[src/rtl/spi_mem_pkg.sv]
// Shared state encoding, opcode bits and default frame widths for the SPI memory controller.
// Latency: not applicable (types and constants only).
// Backpressure: not applicable.
package spi_mem_pkg;

    localparam int ADDR_W_DEF = 8;
    localparam int DATA_W_DEF = 8;

    // Opcode bit sent on miso in the cycle after the cs start pulse
    localparam logic OP_WR = 1'b1;
    localparam logic OP_RD = 1'b0;

    typedef enum logic [2:0] {
        IDLE,
        START,
        OP,
        SEND,
        WAIT_RDY,
        RECV,
        WAIT_DONE,
        RESP
    } state_t;

endpackage

[src/rtl/spi_mem_shifter.sv]
// LSB-first shift register with bit counter: loads a frame and shifts it out at q[0], or captures serial bits by index.
// Latency: one clock per load/shift/capture.
// Backpressure: none; the owner issues at most one command per cycle (priority clr > load > shift > capture).
//
// Ports: clk/rst (sync, active-low); clr zeroes q and cnt; load takes din and zeroes cnt;
//        shift moves q right by one (q[0] is the serial output); capture writes sin into q[cnt];
//        cnt counts shift/capture operations since the last clr/load.
module spi_mem_shifter #(
    parameter int W  = 16,
    parameter int CW = $clog2(W + 1)
) (
    input  logic          clk,
    input  logic          rst,
    input  logic          clr,
    input  logic          load,
    input  logic [W-1:0]  din,
    input  logic          shift,
    input  logic          capture,
    input  logic          sin,
    output logic [W-1:0]  q,
    output logic [CW-1:0] cnt
);

    localparam int IW = (W > 1) ? $clog2(W) : 1;

    always_ff @(posedge clk) begin
        if (!rst || clr) begin
            q   <= '0;
            cnt <= '0;
        end else if (load) begin
            q   <= din;
            cnt <= '0;
        end else if (shift) begin
            q   <= {1'b0, q[W-1:1]};
            cnt <= cnt + 1'b1;
        end else if (capture) begin
            // Indexed write keeps a partial capture LSB-aligned
            q[cnt[IW-1:0]] <= sin;
            cnt            <= cnt + 1'b1;
        end
    end

endmodule

[src/rtl/spi_mem_ctrl.sv]
// SPI memory controller: accepts one host read/write, serialises op/addr/data on miso, collects read data from mosi.
// Latency: accept -> rsp_valid in 21 cycles for a write, 22 for a read (8-bit addr/data, nominal responder).
// Backpressure: req_ready is high only in IDLE; requests offered while busy wait until the cycle after RESP.
//
// Ports: clk, rst (sync, active-low); host side req_valid/req_ready/req_wr/req_addr/req_wdata,
//        rsp_valid/rsp_rdata/rsp_err, busy; memory side cs (active-low start pulse), miso (out), mosi/ready/op_done (in).
// Build option: define SPI_MEM_CTRL_TIMEOUT_EN to bound the WAIT_RDY/WAIT_DONE waits by TIMEOUT_CYC cycles
//        (rsp_err=1, rsp_rdata=0 on expiry); without it the waits are unbounded and rsp_err is tied 0.
module spi_mem_ctrl
    import spi_mem_pkg::*;
#(
    parameter int ADDR_W      = ADDR_W_DEF,
    parameter int DATA_W      = DATA_W_DEF
`ifdef SPI_MEM_CTRL_TIMEOUT_EN
    ,
    parameter int TIMEOUT_CYC = 64
`endif
) (
    input  logic              clk,
    input  logic              rst,
    input  logic              req_valid,
    output logic              req_ready,
    input  logic              req_wr,
    input  logic [ADDR_W-1:0] req_addr,
    input  logic [DATA_W-1:0] req_wdata,
    output logic              rsp_valid,
    output logic [DATA_W-1:0] rsp_rdata,
    output logic              rsp_err,
    output logic              busy,
    output logic              cs,
    output logic              miso,
    input  logic              mosi,
    input  logic              ready,
    input  logic              op_done
);

    localparam int TXW = ADDR_W + DATA_W;
    localparam int TCW = $clog2(TXW + 1);
    localparam int RCW = $clog2(DATA_W + 1);

    // Frame length after the opcode bit: address only for reads, address+data for writes
    localparam logic [TCW-1:0] LEN_WR  = TCW'(TXW);
    localparam logic [TCW-1:0] LEN_RD  = TCW'(ADDR_W);
    localparam logic [RCW-1:0] RX_LAST = RCW'(DATA_W - 1);

    state_t           state;
    logic             wr_q;
    logic             accept;
    logic             tx_shift;
    logic             rx_cap;
    logic             tmo_fire;
    logic [TXW-1:0]   tx_q;
    logic [TCW-1:0]   tx_cnt;
    logic [TCW-1:0]   tx_len;
    logic [DATA_W-1:0] rx_q;
    logic [RCW-1:0]   rx_cnt;
    logic             unused_tx_bits;

    assign accept = req_valid && req_ready;
    assign tx_len = (wr_q == OP_WR) ? LEN_WR : LEN_RD;

    // miso is registered from tx_q[0], so the shift that exposes the next bit coincides with that register update
    assign tx_shift = (state == OP) || ((state == SEND) && (tx_cnt != tx_len));

    // op_done ends the read immediately; a ready bit arriving in that same cycle is not taken
    assign rx_cap = ready && !op_done && ((state == WAIT_RDY) || (state == RECV));

    // Only the LSB of the TX frame is observed; upper bits feed the shift chain internally
    assign unused_tx_bits = ^tx_q[TXW-1:1];

    spi_mem_shifter #(.W(TXW), .CW(TCW)) u_tx (
        .clk     (clk),
        .rst     (rst),
        .clr     (1'b0),
        .load    (accept),
        .din     ({req_wdata, req_addr}),
        .shift   (tx_shift),
        .capture (1'b0),
        .sin     (1'b0),
        .q       (tx_q),
        .cnt     (tx_cnt)
    );

    spi_mem_shifter #(.W(DATA_W), .CW(RCW)) u_rx (
        .clk     (clk),
        .rst     (rst),
        .clr     (accept),
        .load    (1'b0),
        .din     ('0),
        .shift   (1'b0),
        .capture (rx_cap),
        .sin     (mosi),
        .q       (rx_q),
        .cnt     (rx_cnt)
    );

`ifdef SPI_MEM_CTRL_TIMEOUT_EN
    localparam int TOW = $clog2(TIMEOUT_CYC + 1);

    logic [TOW-1:0] tmo_cnt;
    logic           in_wait;
    logic           wait_met;

    assign in_wait  = (state == WAIT_RDY) || (state == WAIT_DONE);
    assign wait_met = op_done || ((state == WAIT_RDY) && ready);
    assign tmo_fire = in_wait && !wait_met && (tmo_cnt == TOW'(TIMEOUT_CYC - 1));

    // Counter is zero whenever a wait state is (re)entered because it clears in every other state
    always_ff @(posedge clk) begin
        if (!rst) begin
            tmo_cnt <= '0;
            rsp_err <= 1'b0;
        end else begin
            tmo_cnt <= (in_wait && !wait_met) ? tmo_cnt + 1'b1 : '0;
            rsp_err <= tmo_fire;
        end
    end
`else
    assign tmo_fire = 1'b0;
    assign rsp_err  = 1'b0;
`endif

    always_ff @(posedge clk) begin
        if (!rst) begin
            state     <= IDLE;
            wr_q      <= 1'b0;
            req_ready <= 1'b0;
            rsp_valid <= 1'b0;
            rsp_rdata <= '0;
            busy      <= 1'b0;
            cs        <= 1'b1;
            miso      <= 1'b0;
        end else begin
            rsp_valid <= 1'b0;
            cs        <= 1'b1;
            case (state)
                IDLE: begin
                    req_ready <= 1'b1;
                    if (accept) begin
                        wr_q      <= req_wr;
                        req_ready <= 1'b0;
                        busy      <= 1'b1;
                        cs        <= 1'b0;
                        state     <= START;
                    end
                end
                START: begin
                    miso  <= wr_q;
                    state <= OP;
                end
                OP: begin
                    miso  <= tx_q[0];
                    state <= SEND;
                end
                SEND: begin
                    if (tx_cnt == tx_len) begin
                        miso  <= 1'b0;
                        state <= (wr_q == OP_WR) ? WAIT_DONE : WAIT_RDY;
                    end else begin
                        miso <= tx_q[0];
                    end
                end
                WAIT_RDY, RECV: begin
                    if (op_done) begin
                        // Early completion returns whatever bits were captured so far
                        rsp_valid <= 1'b1;
                        rsp_rdata <= rx_q;
                        state     <= RESP;
                    end else if (ready) begin
                        state <= (rx_cnt == RX_LAST) ? WAIT_DONE : RECV;
                    end else if (tmo_fire) begin
                        rsp_valid <= 1'b1;
                        rsp_rdata <= '0;
                        state     <= RESP;
                    end
                end
                WAIT_DONE: begin
                    if (op_done) begin
                        rsp_valid <= 1'b1;
                        rsp_rdata <= (wr_q == OP_RD) ? rx_q : '0;
                        state     <= RESP;
                    end else if (tmo_fire) begin
                        rsp_valid <= 1'b1;
                        rsp_rdata <= '0;
                        state     <= RESP;
                    end
                end
                RESP: begin
                    busy      <= 1'b0;
                    req_ready <= 1'b1;
                    state     <= IDLE;
                end
                default: state <= IDLE;
            endcase
        end
    end

endmodule

[config.mk]
export PLATFORM = sky130hd
export DESIGN_NAME = spi_mem_ctrl
export DESIGN_NICKNAME = d
export VERILOG_FILES = /design/src/rtl/spi_mem_pkg.sv /design/src/rtl/spi_mem_shifter.sv /design/src/rtl/spi_mem_ctrl.sv
export SDC_FILE = /design/constraint.sdc
export NUM_CORES = 1
export LEC_CHECK = 0
export ABC_CLOCK_PERIOD_IN_PS = 2100
export BUFFER_PORTS_ARGS = -buffer_cell sky130_fd_sc_hd__buf_2
export CAP_MARGIN = 10
export CORE_MARGIN = 2
export CORE_UTILIZATION = 56
export DETAILED_ROUTE_END_ITERATION = 16
export GPL_TIMING_DRIVEN = 0
export MAX_ROUTING_LAYER = met4
export PLACE_DENSITY = 0.9
export SKIP_CTS_REPAIR_TIMING = 1
export SLEW_MARGIN = 20
export SYNTH_ARGS = -nofsm -noshare
export SYNTH_HDL_FRONTEND = slang
export SYNTH_SLANG_ARGS = --single-unit
[constraint.sdc]
create_clock -name clk -period 2.1 [get_ports clk]
set_input_delay 0.315 -clock clk [delete_from_list [all_inputs] [get_ports clk]]
set_output_delay 0.315 -clock clk [all_outputs]
set_load 0.01 [all_outputs]
-- Yosys cells after proc, flatten, opt, wreduce, memory -nomap -nowiden
Index checks and enable logic that the tools add are counted.
- output and inout bits: 14
- bits in registers: 50
- order comparisons: 2
- add/subtract/negate cells: 2
- reductions and logical operators: 24
- multiplexer cells: 25
- bitwise logic cells: 1
- eq/ne operators: 15
- operators by type and width (cell ; count):
    2-to-1 mux 16 bit ; 2
    2-to-1 mux 8 bit ; 3
    case mux 3 bit (7 select lines) ; 1
    case mux 8 bit (2 select lines) ; 1
    2-to-1 mux 3 bit ; 5
    equality test 3 bit, second input constant ; 4
    bitwise mux 8 bit ; 1
    AND reduction 2 bit ; 4
    equality test 3 x 2 -> 1 bit, second input constant ; 2
    nonzero test 2 bit ; 3
    adder 5 x 1 -> 5 bit, second input constant ; 1
    equality test 5 bit ; 1
    logical AND 1 bit ; 5
    2-to-1 mux 1 bit ; 5
    2-to-1 mux 5 bit ; 1
    != test 5 bit ; 1
    adder 4 x 1 -> 4 bit, second input constant ; 1
    equality test 4 x 3 -> 1 bit, second input constant ; 1
    less-than comparator 3 x 4 -> 1 bit, second input constant ; 1
    2-to-1 mux 2 bit ; 2
    != test 2 x 1 -> 1 bit, second input constant ; 2
    != test 2 bit, second input constant ; 2
    case mux 1 bit (2 select lines) ; 2
    AND reduction 4 bit ; 1
    13 further kinds ; 17

-- Depth between registers and ports, before layout
Gate-level depths: netlist (run 1).
- depth in word-level cells: 6
- depth in mapped cells: 7
- gate-level depth less buffers: 6

-- Hierarchy
A second synthesis (run 1) with hierarchy kept.
- cell total of the unflattened synthesis: 352
- area, all modules: 3069.2 um^2
- by module, submodules not included (module ; cells each ; area each (um^2) ; instances):
    spi_mem_shifter (u_tx) ; 162 ; 1457.6 ; 1
    spi_mem_ctrl ; 98 ; 822.0 ; 1
    spi_mem_shifter (u_rx) ; 92 ; 789.5 ; 1

-- Worst setup path before layout (run 1)
No wires, ideal clock.
- path type: flip-flop to flip-flop
- start: register u_tx.cnt[0]
- end: register u_tx.q[10]
- arrival time: 1.294 ns
- setup slack: 0.669 ns
- path buffers: 1
- cell stages (with the launch flop): 8
- cell sequence: dfxtp_1 inv_1 ha_1 and2b_1 o211a_4 buf_6 o21ai_0 a31oi_1
- word-level cells in the longest chain between the ends: 4
- ends and longest elaborated chain (element ; line ; source):
    start: declaration ; spi_mem_shifter.sv:21 ; output logic [CW-1:0] cnt
    start signal: assignment ; spi_mem_shifter.sv:35 ; cnt <= cnt + 1'b1;
    start signal: assignment ; spi_mem_shifter.sv:39 ; cnt <= cnt + 1'b1;
    != test 5 bit ; spi_mem_ctrl.sv:63 ; assign tx_shift = (state == OP) || ((state == SEND) && (tx_cnt != tx_len));
    logical AND 1 bit ; spi_mem_ctrl.sv:63 ;
    logical OR 1 bit ; spi_mem_ctrl.sv:63 ;
    nonzero test 2 bit (no line) ; - ;
    end signal: assignment ; spi_mem_shifter.sv:31 ; q <= din;
    end signal: assignment ; spi_mem_shifter.sv:34 ; q <= {1'b0, q[W-1:1]};
    end signal: indexed assignment ; spi_mem_shifter.sv:38 ; q[cnt[IW-1:0]] <= sin;
    end: declaration ; spi_mem_shifter.sv:20 ; output logic [W-1:0] q,
No other way between the ends.
A chain may end at the register's enable or synchronous reset.

-- Worst setup path in the final report (run 1)
- start: register u_tx.cnt[3]
- end: register state[1]
- word-level cells in the longest chain between the ends: 3
- ends and longest elaborated chain (element ; line ; source):
    equality test 5 bit ; spi_mem_ctrl.sv:156 ; if (tx_cnt == tx_len) begin
    != test 2 x 1 -> 1 bit (no line) ; - ;
    AND reduction 4 bit (no line) ; - ;
    end signal: assignment ; spi_mem_ctrl.sv:158 ; state <= (wr_q == OP_WR) ? WAIT_DONE : WAIT_RDY;
    end signal: assignment ; spi_mem_ctrl.sv:170 ; state <= (rx_cnt == RX_LAST) ? WAIT_DONE : RECV;
    end: declaration ; spi_mem_ctrl.sv:46 ; state_t state;
No other way between the ends.

==> results.yml, run 1 <==
logic_synthesis:
  async_flop_share: 0
  synth_warnings: 0
  synth_seq_area_share: 0.426
  avgSynthCellArea_sq_um: 8.86
  synth_area_leaders: "dfxtp_1 43%, o21ai_0 7.7%, nand3_1 4.7%"
  ys_types: 49
  synth-edff-count: 0
  syn-num-nets: 291
  netlist_instances: 265
  synth_top_area_share: 0.426
  netlist.top_cell.by_area: "dfxtp_1"
  ys.flop_type: "dfxtp_1"
  synth-seq-cells: 50
  syn_area_sq_um: 2350
timing:
  rsz0062_at_grt: "false"
  finalSetupViolCount: 0
  post-route-period-util: 0.838
  timing.slew.headroom: 0.633
  min_period_ps: 1760
  fmax_mhz: 568
  fin_setup_tns_ps: 0
  finClkSkew_ps: 13.6
  worst_pin_slew_ps: 550
  drv_slew: 0
  hold_viol: 0
setup_path:
  cp-end-kind: "flip-flop"
  crit_type: "reg -> reg"
  cpLargestDelayFamily: "compound AO/OA/AOI/OAI gates"
  critPathSlowestCell: "o311ai_0"
  slowest_delay_ps: 480
  cp_data_arrival_time_ps: 1950
  worst-path-buf-inv: 0
  cp.required_ps: 2300
  startpoint_type: "flip-flop"
  crit_fanout: 4
  reg2reg_depth: 4
  worst-path-stages: 4
  path_cells: "nor3b_2 > o21ai_0 > o311ai_0 > a21oi_1"
route:
  wirelength_microns: 5420
  drt_iter0_drc: 282
  ant_nets: 0
  drt_first_pass_iters: 5
  vias: 2166
  route.detailed.drc: 0
  post_drt_via_cell_ratio: 6.10
  wire_per_inst_microns: 15.3
layout:
  nets: 330
  drive_gt1_frac: 0.207
  antenna_cells: 0
  fin_cells: 355
  area_growth_pct: 14.7
job:
  drv_cap: 0
die:
  chipHeight_microns: 68.8
  rows: 23
  start_util: 0.583
  die_area_sq_um: 4730
  core_area_sq_um: 4030
  ios: 37
  die_width_microns: 68.8
grt:
  grt_start_max_net_pins: 17
  grt_util_all_layers: 0.251
  grt_pass1_vias: 1887
  antenna_found_initial: 0
  gr-total-overflow: 0
  grt_pass1_wl_microns: 8540
clocking:
  insertion_delay_ps: 310
  cts_buffer_depth: 2
  htree_levels: 2
  clock_sinks: 50
  cts_tree: "built"
  clk_pin_slew_ps: 100
  cts_made_buffers: 5
  cts_root_buffer: "clkbuf_8"
place:
  dp_hpwl_microns: 3670
  io_buffers: 32
  globalplace.congestion: 0.837
  place_inst: 347
pwr:
  p_total_uw: 2490
  p_leak_uw: 0.00102
  ir_worst_vdd_mv: 0.519
  p_per_area_nw_per_um2: 926
status:
  status: "complete, no violations"
hold_path:
  min_path_type: "in -> reg"
  hold_depth: 3
## per-layer routing
metal  up-vias  global-route usage  wire (microns)
li1       1048                   -               -
met1      1029               0.314            2320
met2        82               0.405            2720
met3         7              0.0503             312
met4         0              0.0833              65
met5         -                   -               0
## cell type report
type	count	area, sq um
fill	321	1340
tap	50	62.6
inverter	7	26.3
multi-input combinational	186	1200
clock inverter	2	38.8
sequential	50	1000
buffer	22	121
timing repair buffer	32	160
clock buffer	6	82.6
## flip-flops by register name (all words and copies together), names as in the netlist
signal	flops
u_tx.q	16
rsp_rdata	8
u_rx.q	8
u_tx.cnt	5
u_rx.cnt	4
state	3
busy	1
cs	1
miso	1
req_ready	1
rsp_valid	1
wr_q	1
## cell usage in the layout, fill, tap and decap left out, types with 2 or more instances in the layout
| master | Yosys | final |
|---|---|---|
| nor2_1 | 25 | 25 |
| nor2b_1 | 2 | 2 |
| mux2i_1 | 9 | 9 |
| nor4_1 | 2 | 2 |
| and2b_1 | 2 | 2 |
| clkbuf_1 | 8 | 8 |
| o311ai_0 | 2 | 2 |
| a21oi_1 | 10 | 10 |
| clkbuf_8 | 0 | 6 |
| xor2_1 | 4 | 4 |
| nor3_1 | 2 | 2 |
| nand3_1 | 22 | 22 |
| buf_2 | 7 | 39 |
| nand4_1 | 3 | 3 |
| nand4b_1 | 2 | 2 |
| nand2_1 | 11 | 11 |
| buf_6 | 2 | 2 |
| a31oi_1 | 16 | 16 |
| buf_4 | 4 | 4 |
| ha_1 | 3 | 3 |
| dfxtp_1 | 50 | 50 |
| a22oi_1 | 9 | 9 |
| o211ai_1 | 2 | 2 |
| inv_1 | 7 | 7 |
| o21ai_0 | 36 | 36 |
## stage by stage
stage | utilization | cell area, sq um | hold slack (ps) | setup slack [ps]
final | 0.668 | 2690 | 240 | 341
after global routing | 0.668 | 2690 | 252 | 271
after CTS | 0.668 | 2690 | 239 | 388
after detailed placement | 0.638 | 2570 | 466 | 512
after global placement | 0.638 | 2570 | 457 | 552
after floorplan | - | 2350 | 444 | 669
## worst min-delay path: stages
cell and delay (ps):
buf_2 80, mux2i_1 50, nor2_1 70
## synth_stat cells (2+ instances only)
library cell and instances:
nand4_1 3, o211ai_1 2, nand4b_1 2, nor2_1 25
mux2i_1 9, buf_6 2, ha_1 3, dfxtp_1 50
nor3_1 2, inv_1 7, clkbuf_1 8, buf_2 7
o21ai_0 36, nand2_1 11, a31oi_1 16, a22oi_1 9
buf_4 4, and2b_1 2, o311ai_0 2, xor2_1 4
a21oi_1 10, nor4_1 2, nor2b_1 2, nand3_1 22
## cell families (layout without fill, tap and decap cells)
logic type / count (synthesis) / count (layout) / synth area share
DFF: 50 / 50 / 0.426
adders and majority gates: 3 / 3 / 0.0160
other: 1 / 1 / 0.00160
buffers and inverters: 29 / 69 / 0.0629
xor gates and xnor gates: 5 / 5 / 0.0186
and+or+nand+nor: 83 / 83 / 0.198
AOI/OAI and AO/OA: 85 / 85 / 0.238
muxes: 9 / 9 / 0.0384
## where the power goes
group          leakage (uW)  total [uW]  internal [uW]  switching, uW
Clock             0.0000618         725            392            333
Sequential         0.000406        1150           1060           85.6
Combinational      0.000550         622            236            386
## final timing paths
| path | slack (ps) | start | end |
|---|---|---|---|
| min reg2reg | 480 | u_tx.q[3]$_SDFFE_PN0P_ | u_tx.q[2]$_SDFFE_PN0P_ |
| max | 340 | u_tx.cnt[3]$_SDFFE_PP0P_ | state[1]$_SDFFE_PN0P_ |
| min | 240 | req_wr | wr_q$_SDFFE_PN0P_ |
| max reg2reg | 340 | u_tx.cnt[3]$_SDFFE_PP0P_ | state[1]$_SDFFE_PN0P_ |
Power figures use the tool's default switching activity.
==> run 2: changes to the inputs <==
--- a/config.mk
+++ b/config.mk
@@ -5,7 +5,8 @@
 export SDC_FILE = /design/constraint.sdc
 export NUM_CORES = 1
 export LEC_CHECK = 0
-export ABC_CLOCK_PERIOD_IN_PS = 2100
+export ABC_AREA = 1
+export ABC_CLOCK_PERIOD_IN_PS = 1650
 export BUFFER_PORTS_ARGS = -buffer_cell sky130_fd_sc_hd__buf_2
 export CAP_MARGIN = 10
 export CORE_MARGIN = 2
==> constraint.sdc (replaced) <==
create_clock -name clk -period 1.65 [get_ports clk]
set_input_delay 0.2475 -clock clk [delete_from_list [all_inputs] [get_ports clk]]
set_output_delay 0.2475 -clock clk [all_outputs]
set_load 0.01 [all_outputs]
==> results.yml, run 2 <==
setup_path:
  cp_data_arrival_time_ps: 1820
  crit_type: "reg -> reg"
  startpoint_type: "flip-flop"
  path_cells: "inv_1 > ha_2 > inv_1 > nor2_1 > nand2_2 > nand2_4 > nand3_4 > buf_12 > nand2_2 > a21oi_2"
  crit_fanout: 10
  cp.required_ps: 1850
  slowest_delay_ps: 350
  reg2reg_depth: 10
  critPathSlowestCell: "dfxtp_2"
  cp-end-kind: "flip-flop"
layout:
  final_common_cell: "nand2_1"
  largest_reg_flops: 16
  drive_gt1_frac: 0.246
  top_register: "u_tx.q"
  final_area_sq_um: 2860
  multi_input_area_sq_um: 1290
  nFillCells: 339
  top_regs: "u_tx.q x16, rsp_rdata x8, u_rx.q x8"
  antenna_cells: 0
  final_cell_mix: "98 x nand2_1, 49 x dfxtp_1, 37 x buf_2, 34 x a21oi_1, 22 x nand3_1"
  layout.area.seq_sq_um: 1000
  area_growth_pct: 17.6
  nets: 403
timing:
  hold_viol: 0
  rsz0062_at_grt: "true"
  min_period_ps: 1620
  timing.slew.headroom: 0.637
  drv_slew: 0
  post-route-period-util: 0.981
  finClkSkew_ps: 7.14
  worst_pin_slew_ps: 544
  fmax_mhz: 618
  finalHoldWorstSlack_ps: 169
  fin_setup_tns_ps: 0
  finalSetupViolCount: 0
die:
  chipHeight_microns: 69.9
  core_area_sq_um: 4090
  start_util: 0.596
  rows: 23
  die_area_sq_um: 4890
  ios: 37
  die_width_microns: 69.9
grt:
  grt_start_max_net_pins: 17
  grt_util_all_layers: 0.244
  gr-total-overflow: 0
  antenna_found_initial: 0
  grt_pass1_wl_microns: 9490
  grt_pass1_vias: 2141
logic_synthesis:
  synth-edff-count: 0
  synth_warnings: 0
  synth_seq_area_share: 0.411
  avgSynthCellArea_sq_um: 7.27
  netlist_instances: 335
  synth-seq-cells: 50
  ys.flop_type: "dfxtp_1"
  async_flop_share: 0
  yosysMostFrequentCell: "nand2_1"
  ys_types: 33
  netlist.top_cell.by_area: "dfxtp_1"
  synth_common_cells: "100 x nand2_1, 50 x dfxtp_1, 34 x a21oi_1"
  syn-num-nets: 361
  syn_area_sq_um: 2430
  synth_top_area_share: 0.411
  synth_area_leaders: "dfxtp_1 41%, nand2_1 15%, a21oi_1 7.0%"
place:
  postPlaceCellArea_sq_um: 2670
  io_buffers: 34
  globalplace.congestion: 0.875
  dp_hpwl_microns: 3970
clocking:
  cts_root_buffer: "clkbuf_8"
  insertion_delay_ps: 320
  htree_levels: 2
  clk_pin_slew_ps: 100
  clock_sinks: 50
  cts_made_buffers: 5
  cts_tree: "built"
  cts_buffer_depth: 2
route:
  wire_per_inst_microns: 13.9
  drt_iter0_drc: 213
  vias: 2400
  drt_first_pass_iters: 5
  wirelength_microns: 5960
  ant_nets: 0
  post_drt_via_cell_ratio: 5.61
  route.detailed.drc: 0
pwr:
  ir_worst_vdd_mv: 0.796
  p_leak_uw: 0.00121
  p_per_area_nw_per_um2: 1260
hold_path:
  hold_depth: 2
  min_path_type: "in -> reg"
job:
  drv_cap: 0
status:
  status: "complete, no violations"
[run 2: power breakdown]
part	switching, uW	internal (uW)
combinational	753	388
clock	442	607
sequential	103	1320
total	1300	2310
[run 2: area by class of cell]
type | instances | share of cell area
Buffer | 16 | 0.0367
Clock buffer | 5 | 0.0240
Timing Repair Buffer | 35 | 0.0621
Sequential cell | 50 | 0.350
Inverter | 24 | 0.0315
Multi-Input combinational cell | 245 | 0.450
Clock inverter | 3 | 0.0240
Tap cell | 50 | 0.0219
[run 2: worst paths after layout]
kind	from	to	slack, ps
max	u_tx.cnt[0]$_SDFFE_PP0P_	u_tx.q[3]$_SDFFE_PN0P_	30
min	rst	cs$_SDFF_PN1_	170
max reg2reg	u_tx.cnt[0]$_SDFFE_PP0P_	u_tx.q[3]$_SDFFE_PN0P_	30
min reg2reg	rsp_rdata[0]$_SDFFE_PN0P_	rsp_rdata[0]$_SDFFE_PN0P_	470
[run 2: critical path: cells and delay by family (launching register included)]
family                   cells  cell delay, ps
AND/OR/NAND/NOR              5             570
buffers and inverters        3             320
adder cells (fa/ha/maj)      1             200
flip-flops                   1             350
AO/OA/AOI/OAI                1              50
[run 2: metrics by stage]
stage               total power, uW  setup slack [ps]   util  std cells
global route                   3780              -116  0.701        428
floorplan                      2240               360      -        335
detailed placement             2500              59.5  0.653        419
global placement               2470              83.9  0.653        419
finish                         3610              30.6  0.701        428
CTS                            3530              44.8  0.686        427
[run 2: metal layers]
metal	vias up	routed length (microns)	track usage
met2	104	2830	0.376
met4	0	177	0.132
met1	1093	2560	0.300
met3	18	391	0.0491
met5	-	0	-
li1	1185	-	-
[run 2: logic make-up after synthesis]
family,count (synthesis),share of synthesized area
AO/OA/AOI/OAI,62,0.155
adder cells (fa/ha/maj),3,0.0154
buffers and inverters,40,0.0740
other,1,0.00154
XOR/XNOR,3,0.0108
flip-flops,50,0.411
AND/OR/NAND/NOR,176,0.332
